--- config.mk ---
export PLATFORM = sky130hd
export DESIGN_NAME = alu_decode_stage
export DESIGN_NICKNAME = d
export VERILOG_FILES = /design/src/rtl/alu_decode_stage.sv
export SDC_FILE = /design/constraint.sdc
export NUM_CORES = 1
export LEC_CHECK = 0
export CORE_MARGIN = 1.5
export CORE_UTILIZATION = 35
export CTS_CLUSTER_DIAMETER = 30
export DETAILED_ROUTE_END_ITERATION = 8
export PLACE_DENSITY_LB_ADDON = 0.08
export SYNTH_ARGS = -nofsm -noshare
export SYNTH_HDL_FRONTEND = slang
export SYNTH_SLANG_ARGS = --single-unit
--- constraint.sdc ---
create_clock -name clk -period 5.75 [get_ports clk]
set_input_delay 1.4375 -clock clk [delete_from_list [all_inputs] [get_ports clk]]
set_output_delay 1.4375 -clock clk [all_outputs]
set_load 0.01 [all_outputs]
--- src/rtl/alu_decode_stage.sv ---
// RV32I decode/issue stage: decodes one instruction word per handshake into the ALU
// op, operand selects and immediate, held in a single registered slot toward execute.
module alu_decode_stage #(
  parameter int              XLEN     = 32,
  parameter logic [XLEN-1:0] RESET_PC = '0
) (
  input  logic            clk,
  input  logic            rst_n,
  input  logic            flush,
  input  logic            in_valid,
  output logic            in_ready,
  input  logic [31:0]     in_inst,
  input  logic [XLEN-1:0] in_pc,
  output logic            out_valid,
  input  logic            out_ready,
  output logic [3:0]      out_alu_sel,
  output logic            out_a_sel,
  output logic            out_b_sel,
  output logic [XLEN-1:0] out_imm,
  output logic [4:0]      out_rd,
  output logic [4:0]      out_rs1,
  output logic [4:0]      out_rs2,
  output logic            out_reg_write,
  output logic            out_illegal,
  output logic [XLEN-1:0] out_pc
);

  localparam logic [3:0] OP_ADD   = 4'd0;
  localparam logic [3:0] OP_SUB   = 4'd1;
  localparam logic [3:0] OP_AND   = 4'd2;
  localparam logic [3:0] OP_OR    = 4'd3;
  localparam logic [3:0] OP_XOR   = 4'd4;
  localparam logic [3:0] OP_SLT   = 4'd5;
  localparam logic [3:0] OP_SLTU  = 4'd6;
  localparam logic [3:0] OP_SLL   = 4'd7;
  localparam logic [3:0] OP_SRL   = 4'd8;
  localparam logic [3:0] OP_SRA   = 4'd9;
  localparam logic [3:0] OP_PASSB = 4'd15;

  localparam logic [6:0] OPC_R      = 7'b0110011;
  localparam logic [6:0] OPC_I      = 7'b0010011;
  localparam logic [6:0] OPC_LUI    = 7'b0110111;
  localparam logic [6:0] OPC_AUIPC  = 7'b0010111;
  localparam logic [6:0] OPC_LOAD   = 7'b0000011;
  localparam logic [6:0] OPC_STORE  = 7'b0100011;
  localparam logic [6:0] OPC_BRANCH = 7'b1100011;
  localparam logic [6:0] OPC_JAL    = 7'b1101111;
  localparam logic [6:0] OPC_JALR   = 7'b1100111;

  localparam logic [6:0] F7_ZERO = 7'b0000000;
  localparam logic [6:0] F7_ALT  = 7'b0100000;

  logic            valid_q, valid_d;
  logic [3:0]      alu_sel_q, alu_sel_d;
  logic            a_sel_q, a_sel_d;
  logic            b_sel_q, b_sel_d;
  logic [XLEN-1:0] imm_q, imm_d;
  logic [4:0]      rd_q, rd_d;
  logic [4:0]      rs1_q, rs1_d;
  logic [4:0]      rs2_q, rs2_d;
  logic            reg_write_q, reg_write_d;
  logic            illegal_q, illegal_d;
  logic [XLEN-1:0] pc_q, pc_d;

  logic [6:0]  opcode;
  logic [2:0]  funct3;
  logic [6:0]  funct7;
  logic [31:0] imm_i, imm_s, imm_b, imm_u, imm_j, imm_sh;
  logic [3:0]  f3_op;
  logic [3:0]  dec_alu;
  logic        dec_a, dec_b, dec_rw, dec_ill;
  logic [31:0] dec_imm;
  logic        accept;

  assign opcode = in_inst[6:0];
  assign funct3 = in_inst[14:12];
  assign funct7 = in_inst[31:25];

  assign imm_i  = {{20{in_inst[31]}}, in_inst[31:20]};
  assign imm_s  = {{20{in_inst[31]}}, in_inst[31:25], in_inst[11:7]};
  assign imm_b  = {{19{in_inst[31]}}, in_inst[31], in_inst[7], in_inst[30:25], in_inst[11:8], 1'b0};
  assign imm_u  = {in_inst[31:12], 12'b0};
  assign imm_j  = {{11{in_inst[31]}}, in_inst[31], in_inst[19:12], in_inst[20], in_inst[30:21], 1'b0};
  assign imm_sh = {27'b0, in_inst[24:20]};

  // Shared funct3 map for register and immediate ALU forms (alternate ops patched below).
  always_comb begin
    case (funct3)
      3'b000:  f3_op = OP_ADD;
      3'b001:  f3_op = OP_SLL;
      3'b010:  f3_op = OP_SLT;
      3'b011:  f3_op = OP_SLTU;
      3'b100:  f3_op = OP_XOR;
      3'b101:  f3_op = OP_SRL;
      3'b110:  f3_op = OP_OR;
      default: f3_op = OP_AND;
    endcase
  end

  always_comb begin
    dec_alu = OP_ADD;
    dec_a   = 1'b0;
    dec_b   = 1'b1;
    dec_imm = 32'b0;
    dec_rw  = 1'b1;
    dec_ill = 1'b0;
    case (opcode)
      OPC_R: begin
        dec_b   = 1'b0;
        dec_alu = f3_op;
        if (funct7 == F7_ALT) begin
          if (funct3 == 3'b000)      dec_alu = OP_SUB;
          else if (funct3 == 3'b101) dec_alu = OP_SRA;
          else                       dec_ill = 1'b1;
        end else if (funct7 != F7_ZERO) begin
          dec_ill = 1'b1;
        end
      end
      OPC_I: begin
        dec_alu = f3_op;
        dec_imm = imm_i;
        if (funct3 == 3'b001) begin
          dec_imm = imm_sh;
          dec_ill = (funct7 != F7_ZERO);
        end else if (funct3 == 3'b101) begin
          dec_imm = imm_sh;
          if (funct7 == F7_ALT)       dec_alu = OP_SRA;
          else if (funct7 != F7_ZERO) dec_ill = 1'b1;
        end
      end
      OPC_LUI: begin
        dec_alu = OP_PASSB;
        dec_imm = imm_u;
      end
      OPC_AUIPC: begin
        dec_a   = 1'b1;
        dec_imm = imm_u;
      end
      OPC_LOAD:  dec_imm = imm_i;
      OPC_STORE: begin
        dec_imm = imm_s;
        dec_rw  = 1'b0;
      end
      OPC_BRANCH: begin
        dec_b   = 1'b0;
        dec_imm = imm_b;
        dec_rw  = 1'b0;
        case (funct3[2:1])
          2'b00:   dec_alu = OP_SUB;
          2'b10:   dec_alu = OP_SLT;
          2'b11:   dec_alu = OP_SLTU;
          default: dec_ill = 1'b1;
        endcase
      end
      OPC_JAL: begin
        dec_a   = 1'b1;
        dec_imm = imm_j;
      end
      OPC_JALR: begin
        dec_imm = imm_i;
        dec_ill = (funct3 != 3'b000);
      end
      default: dec_ill = 1'b1;
    endcase
  end

  assign in_ready = !flush && (!valid_q || out_ready);
  assign accept   = in_valid && in_ready;

  always_comb begin
    valid_d     = valid_q;
    alu_sel_d   = alu_sel_q;
    a_sel_d     = a_sel_q;
    b_sel_d     = b_sel_q;
    imm_d       = imm_q;
    rd_d        = rd_q;
    rs1_d       = rs1_q;
    rs2_d       = rs2_q;
    reg_write_d = reg_write_q;
    illegal_d   = illegal_q;
    pc_d        = pc_q;
    if (flush) begin
      valid_d = 1'b0;
    end else if (accept) begin
      valid_d     = 1'b1;
      alu_sel_d   = dec_ill ? OP_ADD : dec_alu;
      a_sel_d     = dec_ill ? 1'b0 : dec_a;
      b_sel_d     = dec_ill ? 1'b0 : dec_b;
      imm_d       = dec_ill ? '0 : dec_imm;
      rd_d        = in_inst[11:7];
      rs1_d       = in_inst[19:15];
      rs2_d       = in_inst[24:20];
      reg_write_d = dec_rw && !dec_ill && (in_inst[11:7] != 5'd0);
      illegal_d   = dec_ill;
      pc_d        = in_pc;
    end else if (out_ready) begin
      valid_d = 1'b0;
    end
  end

  always_ff @(posedge clk or negedge rst_n) begin
    if (!rst_n) begin
      valid_q     <= 1'b0;
      alu_sel_q   <= OP_ADD;
      a_sel_q     <= 1'b0;
      b_sel_q     <= 1'b0;
      imm_q       <= '0;
      rd_q        <= 5'd0;
      rs1_q       <= 5'd0;
      rs2_q       <= 5'd0;
      reg_write_q <= 1'b0;
      illegal_q   <= 1'b0;
      pc_q        <= RESET_PC;
    end else begin
      valid_q     <= valid_d;
      alu_sel_q   <= alu_sel_d;
      a_sel_q     <= a_sel_d;
      b_sel_q     <= b_sel_d;
      imm_q       <= imm_d;
      rd_q        <= rd_d;
      rs1_q       <= rs1_d;
      rs2_q       <= rs2_d;
      reg_write_q <= reg_write_d;
      illegal_q   <= illegal_d;
      pc_q        <= pc_d;
    end
  end

  assign out_valid     = valid_q;
  assign out_alu_sel   = alu_sel_q;
  assign out_a_sel     = a_sel_q;
  assign out_b_sel     = b_sel_q;
  assign out_imm       = imm_q;
  assign out_rd        = rd_q;
  assign out_rs1       = rs1_q;
  assign out_rs2       = rs2_q;
  assign out_reg_write = reg_write_q;
  assign out_illegal   = illegal_q;
  assign out_pc        = pc_q;

endmodule
==> results, run 1 <==
- TritonCTS built the clock tree.
- Sorting the synthesized cells by area gives the leading types as sky130_fd_sc_hd__dfrtp_1 57%, sky130_fd_sc_hd__mux2_2 14%, sky130_fd_sc_hd__o21ai_0 5.3%, sky130_fd_sc_hd__nand2_1 4.7%, sky130_fd_sc_hd__a21oi_1 2.7%.
- Of the synthesized area, sequential elements account for 56.72%.
- The routed via count is approximately 3200.
- The count of pins on the block boundary is 158.
- In this run, placement finished with an instance count of between 600 and 700.
- The static power due to leakage is between 2 and 2.5 nW.
- The final critical path takes up 70.14% of the cycle.
- The clock drives 88 sinks.
- The total die area is 11730 sq um.
- The number of violations of the max-capacitance limit is 0.
- The path class of the tightest hold or removal check is register to register.
- Clock-pin slew was measured on the worst setup and hold paths at ~0.080 ns.
- The number of antenna violations at the first check in global routing is 0.
- The area growth from synthesis to layout is 47.92%.
- The highest achievable clock rate is 0.2479 GHz.
- The worst path needs 4.033 ns of the cycle, external delays included.
- Leaving out fill and tap cells, the most frequent cell in the layout is sky130_fd_sc_hd__clkdlybuf4s50_1.
- For the final database, setup skew stands at 0.008286 ns.
- Counting every net in the synthesized netlist gives 416.
- At the worst endpoint, the arrival time is 2.60 ns.
- The total track usage is 17.72%.
- The worst setup path is of the primary input to output pin kind.
- Wires add up to slightly above 10 mm.
- Leaving out fill and tap cells, the most frequent cells in the layout are 156 x sky130_fd_sc_hd__clkdlybuf4s50_1, 88 x sky130_fd_sc_hd__dfrtp_1, 49 x sky130_fd_sc_hd__nand2_1.
- The number of rows created at floorplan is 38.
- Dividing total power by cell area gives a power density of 259.1 nW/um^2.
- After detailed routing, the number of vias per cell comes to roughly 5.0.
- The worst hold margin is just under 0.5 ns.
- The xor and xnor area share after synthesis is 0.2256%.
- The final setup violation count is 0.
- The clock latency on the worst-skew pair is 0.35 ns.
- Counting every instance in the synthesized netlist gives 347.
- The maximum buffer depth of the clock tree is 2.
- The first-pass iteration count of the detailed router is 4.
- VDD sags by at most around 130 uV.
- The worst setup path is captured at an output pin.
- The yosys synthesis warning count is 0.
- The biggest area contributor in the post-synthesis netlist is sky130_fd_sc_hd__dfrtp_1.
- For this block, the initial DRC count from the detailed router was approximately 150.
- The largest family of logic cells by synthesized area is compound AO/OA/AOI/OAI gates.
- Counting the buffers created by CTS gives 9.
- Along the worst path, the maximum fanout reaches 3.
- The final-report max-slew violation count came to 0.
- The final-layout fill cell count is 998.
- Once detail routing completed, the nets flagged for antenna violations numbered 0.
- The core area is 10840 sq um.
- The wire length of the first global-routing pass is 16.23 mm.
- The synthesized flop and latch total is 88.
- Data on the critical path is required at its endpoint by 4.31 ns.
- The placer congestion estimate is ~0.83.
- The die width is 108.3 um.
- The area of the mapped netlist is 3882 sq um.
- The number of gates given a new drive strength after cts is 0.
- Dividing the detail-routed wire length by the instance count gives about 16 um.
- The number of different library cells in the post-synthesis netlist is between 40 and 50.
- The area share of the largest cell type after synthesis is 56.72%.
- The number of setup buffers added after CTS is 0.
- The initial utilization of the core area, before any placement, comes to 35.81%.
- Leaving out filler cells and counting taps, the final layout contains around 640.
- Of the total synthesized cell area, the portion taken by AND, OR, NAND and NOR gates is 11.02%.
- In the final timing run, aggregate negative setup slack is 0 ns.
- The worst pin sits at a relative slew slack of 19.56%.
- The number of hold buffers added after cts is 0.
- The critical path launch point type is a primary input.
- The number of H-tree levels is 3.
- The adder-cell area share of the yosys netlist is 0%.
- Of the post-synthesis cell area, the part taken by muxes is 13.63%.
- The number of antenna diodes in the final layout is 0.
- The global-route congestion overflow total is 0.
- The count of buffers inserted at the top-level ports is 157.
- The slew at the pin closest to its max-slew limit is ~1.2 ns.
- The flow ran to the end, and the final reports show no timing, DRC or antenna violations.
- Entering global routing, the biggest net connects 89 pins.
- The die is 108.3 um tall.
- Dividing the synthesized area by the synthesized cell count gives 11.19 sq um.
- The complex-gate fraction of the synthesized area is 14.99%.
- Setup repair after global routing left no endpoint under its margin.
- After detailed routing, the number of remaining DRC violations is 0.
- The utilization after layout is 52.98%.
- The number of global-route vias before repair came to around 3200.
- The root cell of the clock tree is sky130_fd_sc_hd__clkbuf_8.
- The final-stage net count is about 560.
- The hold violation total from the final report is 0.
- The sum of net half-perimeters after detailed placement is 7.157 mm.
- In the final layout, the share of cells above drive strength 1 is about 16%.
sequential cells by signal (all words and copies together) (netlist names):
signal and count:
out_valid 1, out_rd 5, out_imm 32, out_b_sel 1, out_pc 32, out_rs1 5
out_alu_sel 4, out_rs2 5, out_illegal 1, out_a_sel 1, out_reg_write 1
synth_stat cells, drive strengths merged:
library cell / number
nand2: 49
o31a: 1
a31oi: 2
nor3: 4
inv: 6
or4: 1
o21ai: 44
a22oi: 4
a221oi: 1
or3b: 2
buf: 6
nand4b: 1
or2: 3
nor2b: 3
a21boi: 1
a32oi: 2
o22ai: 1
a211oi: 4
o311a: 1
and2: 1
o31ai: 5
xor2: 1
or3: 4
nand3b: 2
a222oi: 1
mux2: 47
nand2b: 2
nor4: 1
a32o: 1
nand3: 1
o21a: 1
a2111oi: 1
nor2: 15
a2111o: 1
clkbuf: 17
dfrtp: 88
a21oi: 21
nor3b: 1
worst paths after layout:
path,cells past startpoint,end,slack (ns),startpoint
min reg2reg,2,out_imm[24],0.48,out_imm[24]
min in group asynchronous,1,out_pc[2],1.28,rst_n
min,2,out_imm[24],0.48,out_imm[24]
max in group asynchronous,1,out_illegal,3.75,rst_n
max,4,in_ready,1.72,out_ready
max reg2reg,6,out_reg_write,3.50,out_valid
layout make-up:
class	instances	area [sq um]	share of cell area (%)
inverters	6	22.52	0.3922
clock inverters	5	81.33	1.416
well taps	140	175.2	3.050
flip-flops and latches	88	2202	38.34
multi-input cells	230	1550	26.99
clock buffers	10	127.6	2.222
repair buffers	159	1584	27.58
logic make-up after synthesis:
group | after synthesis
AND/OR/NAND/NOR | 90
AO/OA/AOI/OAI | 92
XOR/XNOR | 1
multiplexers | 47
buffers and inverters | 29
flip-flops | 88
per-stage QoR:
step	worst slack [ns]	power [mW]	instance area (sq um)
final	1.717	1.488	5743
after global routing	1.660	1.556	5743
after CTS	1.702	1.508	5743
after detailed placement	1.625	1.040	5534
after global placement	1.725	1.034	5534
after floorplan	2.645	0.8359	3882
power breakdown:
part	switching (mW)	leakage, nW	total (mW)	internal [mW]
clock	0.221	0.103	0.465	0.244
combinational	0.124	1.06	0.318	0.195
sequential	0.0275	1.12	0.704	0.677
total	0.373	2.28	1.49	1.12
critical path: stages:
cell and delay (ns):
sky130_fd_sc_hd__clkdlybuf4s50_1 0.46, sky130_fd_sc_hd__nor2b_1 0.06, sky130_fd_sc_hd__nor2_1 0.09, sky130_fd_sc_hd__clkdlybuf4s50_1 0.54
metal layers:
metal  part of all wire, %  wire (um)  track usage, %  vias up
met5                     0          0               0        -
met4                   1.8        181           7.049        0
met3                   7.8        793           5.304       13
met2                    45       4622           27.08      109
met1                    45       4571           23.57     1536
li1                      -          -               -     1517
(Power assumes the default switching activity.)
==> inputs of run 2 (changes only) <==
==> constraint.sdc (replaced) <==
create_clock -name clk -period 4.07 [get_ports clk]
set_input_delay 1.0175 -clock clk [delete_from_list [all_inputs] [get_ports clk]]
set_output_delay 1.0175 -clock clk [all_outputs]
set_load 0.01 [all_outputs]
==> run 2 against run 1 <==
  * Clock skew is 0.0053 ns higher
  * Sequential cell count is the same
  * Core utilization increased by 0.14 points
  * Wire length is 2.8% higher
  * Critical endpoint unchanged
  * Largest power group unchanged
==> results, run 2 (same netlist as run 1, synthesis figures left out) <==
- The flow ran to the end, and the final reports show no timing, DRC or antenna violations.
- The worst endpoint data arrival time is 2.16 ns (-0.44 ns).
- The minimum clock period is 3.181 ns.
- The count of buffers inserted at the top-level ports is 157 (unchanged).
- The number of rows created at floorplan was 38 (unchanged).
- In the layout the commonest cells are 156 x sky130_fd_sc_hd__clkdlybuf4s50_1, 88 x sky130_fd_sc_hd__dfrtp_1, 49 x sky130_fd_sc_hd__nand2_1.
- The share of post-route cells with drive strength above 1 is 16.50% (+0.84 points).
- Setup repair after global routing left no endpoint under its margin.
- The height of the die is 108.3 um (unchanged).
- The met3 wire length is 770 um (-2.9%).
- The total die area was 11730 sq um (unchanged).
- The count of pins on the block boundary is 158 (unchanged).
- The startpoint identified for the worst register-to-register timing path is out_valid.
- The sum of net half-perimeters after detailed placement is 7.464 mm (+4.3%).
- The detailed router's first-iteration violation count is 178 (+17%).
- Routed signal wires occupy layers up through met4.
- The depth of the most critical reg-to-reg path was 6 (unchanged).
- The highest achievable clock rate is about 0.31 GHz.
- The reg-to-reg setup timing slack is 2.16 ns (-1.34 ns).
- The maximum buffer depth of the clock tree came to 2 (unchanged).
- The global-route congestion overflow total is 0 (unchanged).
- The type of the tightest min-delay check is register to register.
- The number of violations of the max-capacitance limit is 0 (unchanged).
- The number of placed instances with taps included is 627 (+0.64%).
- STA classifies the critical path startpoint as a primary input.
- The wire length on met2 is 4.919 mm (+6.4%).
- The number of antenna violations at the first check in global routing came to 0 (unchanged).
- The power density over cell area is 349.7 nW/um^2 (+35%).
- The number of global-route vias before repair was 3189 (-0.28%).
- The hold violation total from the final report is 0 (unchanged).
- The clock latency on the worst-skew pair is 0.35 ns (about the same).
- The number of post-CTS setup repair buffers is 0 (unchanged).
- The most critical setup path has its endpoint at in_ready.
- The diode insertion count for antenna repair came to 0 (unchanged).
- The worst hold path begins at out_imm[15].
- The worst hold margin is 0.4827 ns (-0.0009990 ns).
- The area growth from synthesis to layout is 48.31%.
- The placer congestion estimate was 0.8772 (+5.2%).
- The post-CTS clock slew at the launch and capture registers of the worst setup and hold paths came to 0.09 ns (about the same).
- The worst slew margin relative to its limit is 57.44% (+38 points).
- The number of H-tree levels is 3 (unchanged).
- The required time at the worst-slack endpoint is 3.05 ns (-1.26 ns).
- The maximum ir drop on the vdd rail is 241.4 uV (+87%).
- The root cell of the clock tree is sky130_fd_sc_hd__clkbuf_8.
- The number of gates given a new drive strength after cts came to 0 (unchanged).
- The final worst setup slack came to 0.8888 ns (-0.8281 ns).
- TritonCTS built the clock tree.
- The initial core utilization came to 35.81% (unchanged).
- The final-report max-slew violation count is 0 (unchanged).
- The core area is 10840 sq um (unchanged).
- The category of the most critical setup path is primary input to output pin.
- The worst clock skew is 0.01362 ns (+0.005331 ns).
- The routed wire length was 10.45 mm (+2.8%).
- The first-pass iteration count of the detailed router is 4 (unchanged).
- The post-route met1 wirelength is 4.639 mm (+1.5%).
- The number of sinks handled by clock tree synthesis is 88 (unchanged).
- The total DRC errors in the routed layout is 0 (unchanged).
- The number of hold buffers added after cts came to 0 (unchanged).
- The slew at the pin closest to its max-slew limit is 0.6373 ns (-0.5649 ns).
- The TritonCTS buffer count is 9 (unchanged).
- The final total negative setup slack was 0 ns (unchanged).
- The final-layout fill cell count is 1007 (+0.90%).
- The die width is 108.3 um (unchanged).
- The final setup violation count came to 0 (unchanged).
- The average via count per standard cell was 4.981 (about the same).
- In this run the critical register-to-register path is captured at out_a_sel.
- The final-stage net count came to 567 (+0.71%).
- The routed via count is 3203 (+0.88%).
- The antenna violation net count after detailed routing is 0 (unchanged).
- The static power due to leakage was 2.283 nW (+0.19%).
- The pre-CTS setup slack is 0.6920 ns (-0.9329 ns).
- In this run the worst setup path begins at out_ready.
- The endpoint class of the critical path is an output pin.
- The maximum number of pins on one net before global-route repair is 88 (-1.1%).
- The total track usage is 18.29% (+0.58 points).
- In the finished design, the share of the clock period the worst path needs comes to between 70% and 80%.
- The library cell used most frequently in the layout, excluding fill and tap cells, is sky130_fd_sc_hd__clkdlybuf4s50_1.
- The wire length of the first global-routing pass is 16.52 mm (+1.8%).
- The biggest fanout along the worst timing path is 3 (unchanged).
- The final instance count without filler cells is 643 (+0.78%).
- The routed length per placed instance is 16.25 um (+2.0%).
## run 2: cell types whose count changed in the layout (fill, tap and decap cells not counted), sizes merged
cell,delta
clkinvlp,+2
bufinv,-2
buf,+4
clkbuf,+1
## run 2: metrics by stage
| step | util (%) | total power, mW | instance area, sq um |
|---|---|---|---|
| finish | 53.12 | 2.014 | 5758 |
| global route | 53.12 | 2.118 | 5758 |
| CTS | 53.12 | 2.052 | 5758 |
| detailed placement | 51.44 | 1.476 | 5577 |
| global placement | 51.44 | 1.466 | 5577 |
| floorplan | - | 1.181 | 3882 |
## run 2: report_power, final
group          leakage, nW  switching [mW]  total, mW  internal [mW]
Clock               0.0822           0.319      0.561          0.242
Sequential            1.12          0.0392      0.995          0.956
Combinational         1.08           0.179      0.457          0.278
## run 2: area by class of cell
cell class                      count  area (sq um)  share of cell area (%)
Sequential cell                    88          2202                   38.24
Tap cell                          140         175.2                   3.042
Clock inverter                      5         40.04                  0.6954
Timing Repair Buffer              163          1627                   28.25
Clock buffer                       11         141.4                   2.455
Multi-Input combinational cell    230          1550                   26.92
Inverter                            6         22.52                  0.3911
## run 2: how the worst min path moves through the flow
| stage | end | cells past startpoint |
|---|---|---|
| detailed placement | out_imm[11] | 2 |
| floorplan | out_alu_sel[0] | 2 |
| CTS | out_imm[15] | 2 |
| global route | out_imm[0] | 2 |
| global placement | out_imm[0] | 2 |
| finish | out_imm[15] | 2 |
## run 2: critical path, cell delays in order
cell and delay, ns:
sky130_fd_sc_hd__clkdlybuf4s50_1 0.46, sky130_fd_sc_hd__nor2b_1 0.06, sky130_fd_sc_hd__nor2_1 0.09, sky130_fd_sc_hd__clkdlybuf4s50_1 0.54
## run 2: routing by layer
| layer | track usage, % | vias up |
|---|---|---|
| met5 | 0 | - |
| met4 | 5.827 | 0 |
| met3 | 6.088 | 10 |
| met2 | 28.62 | 115 |
| met1 | 23.99 | 1551 |
| li1 | - | 1527 |
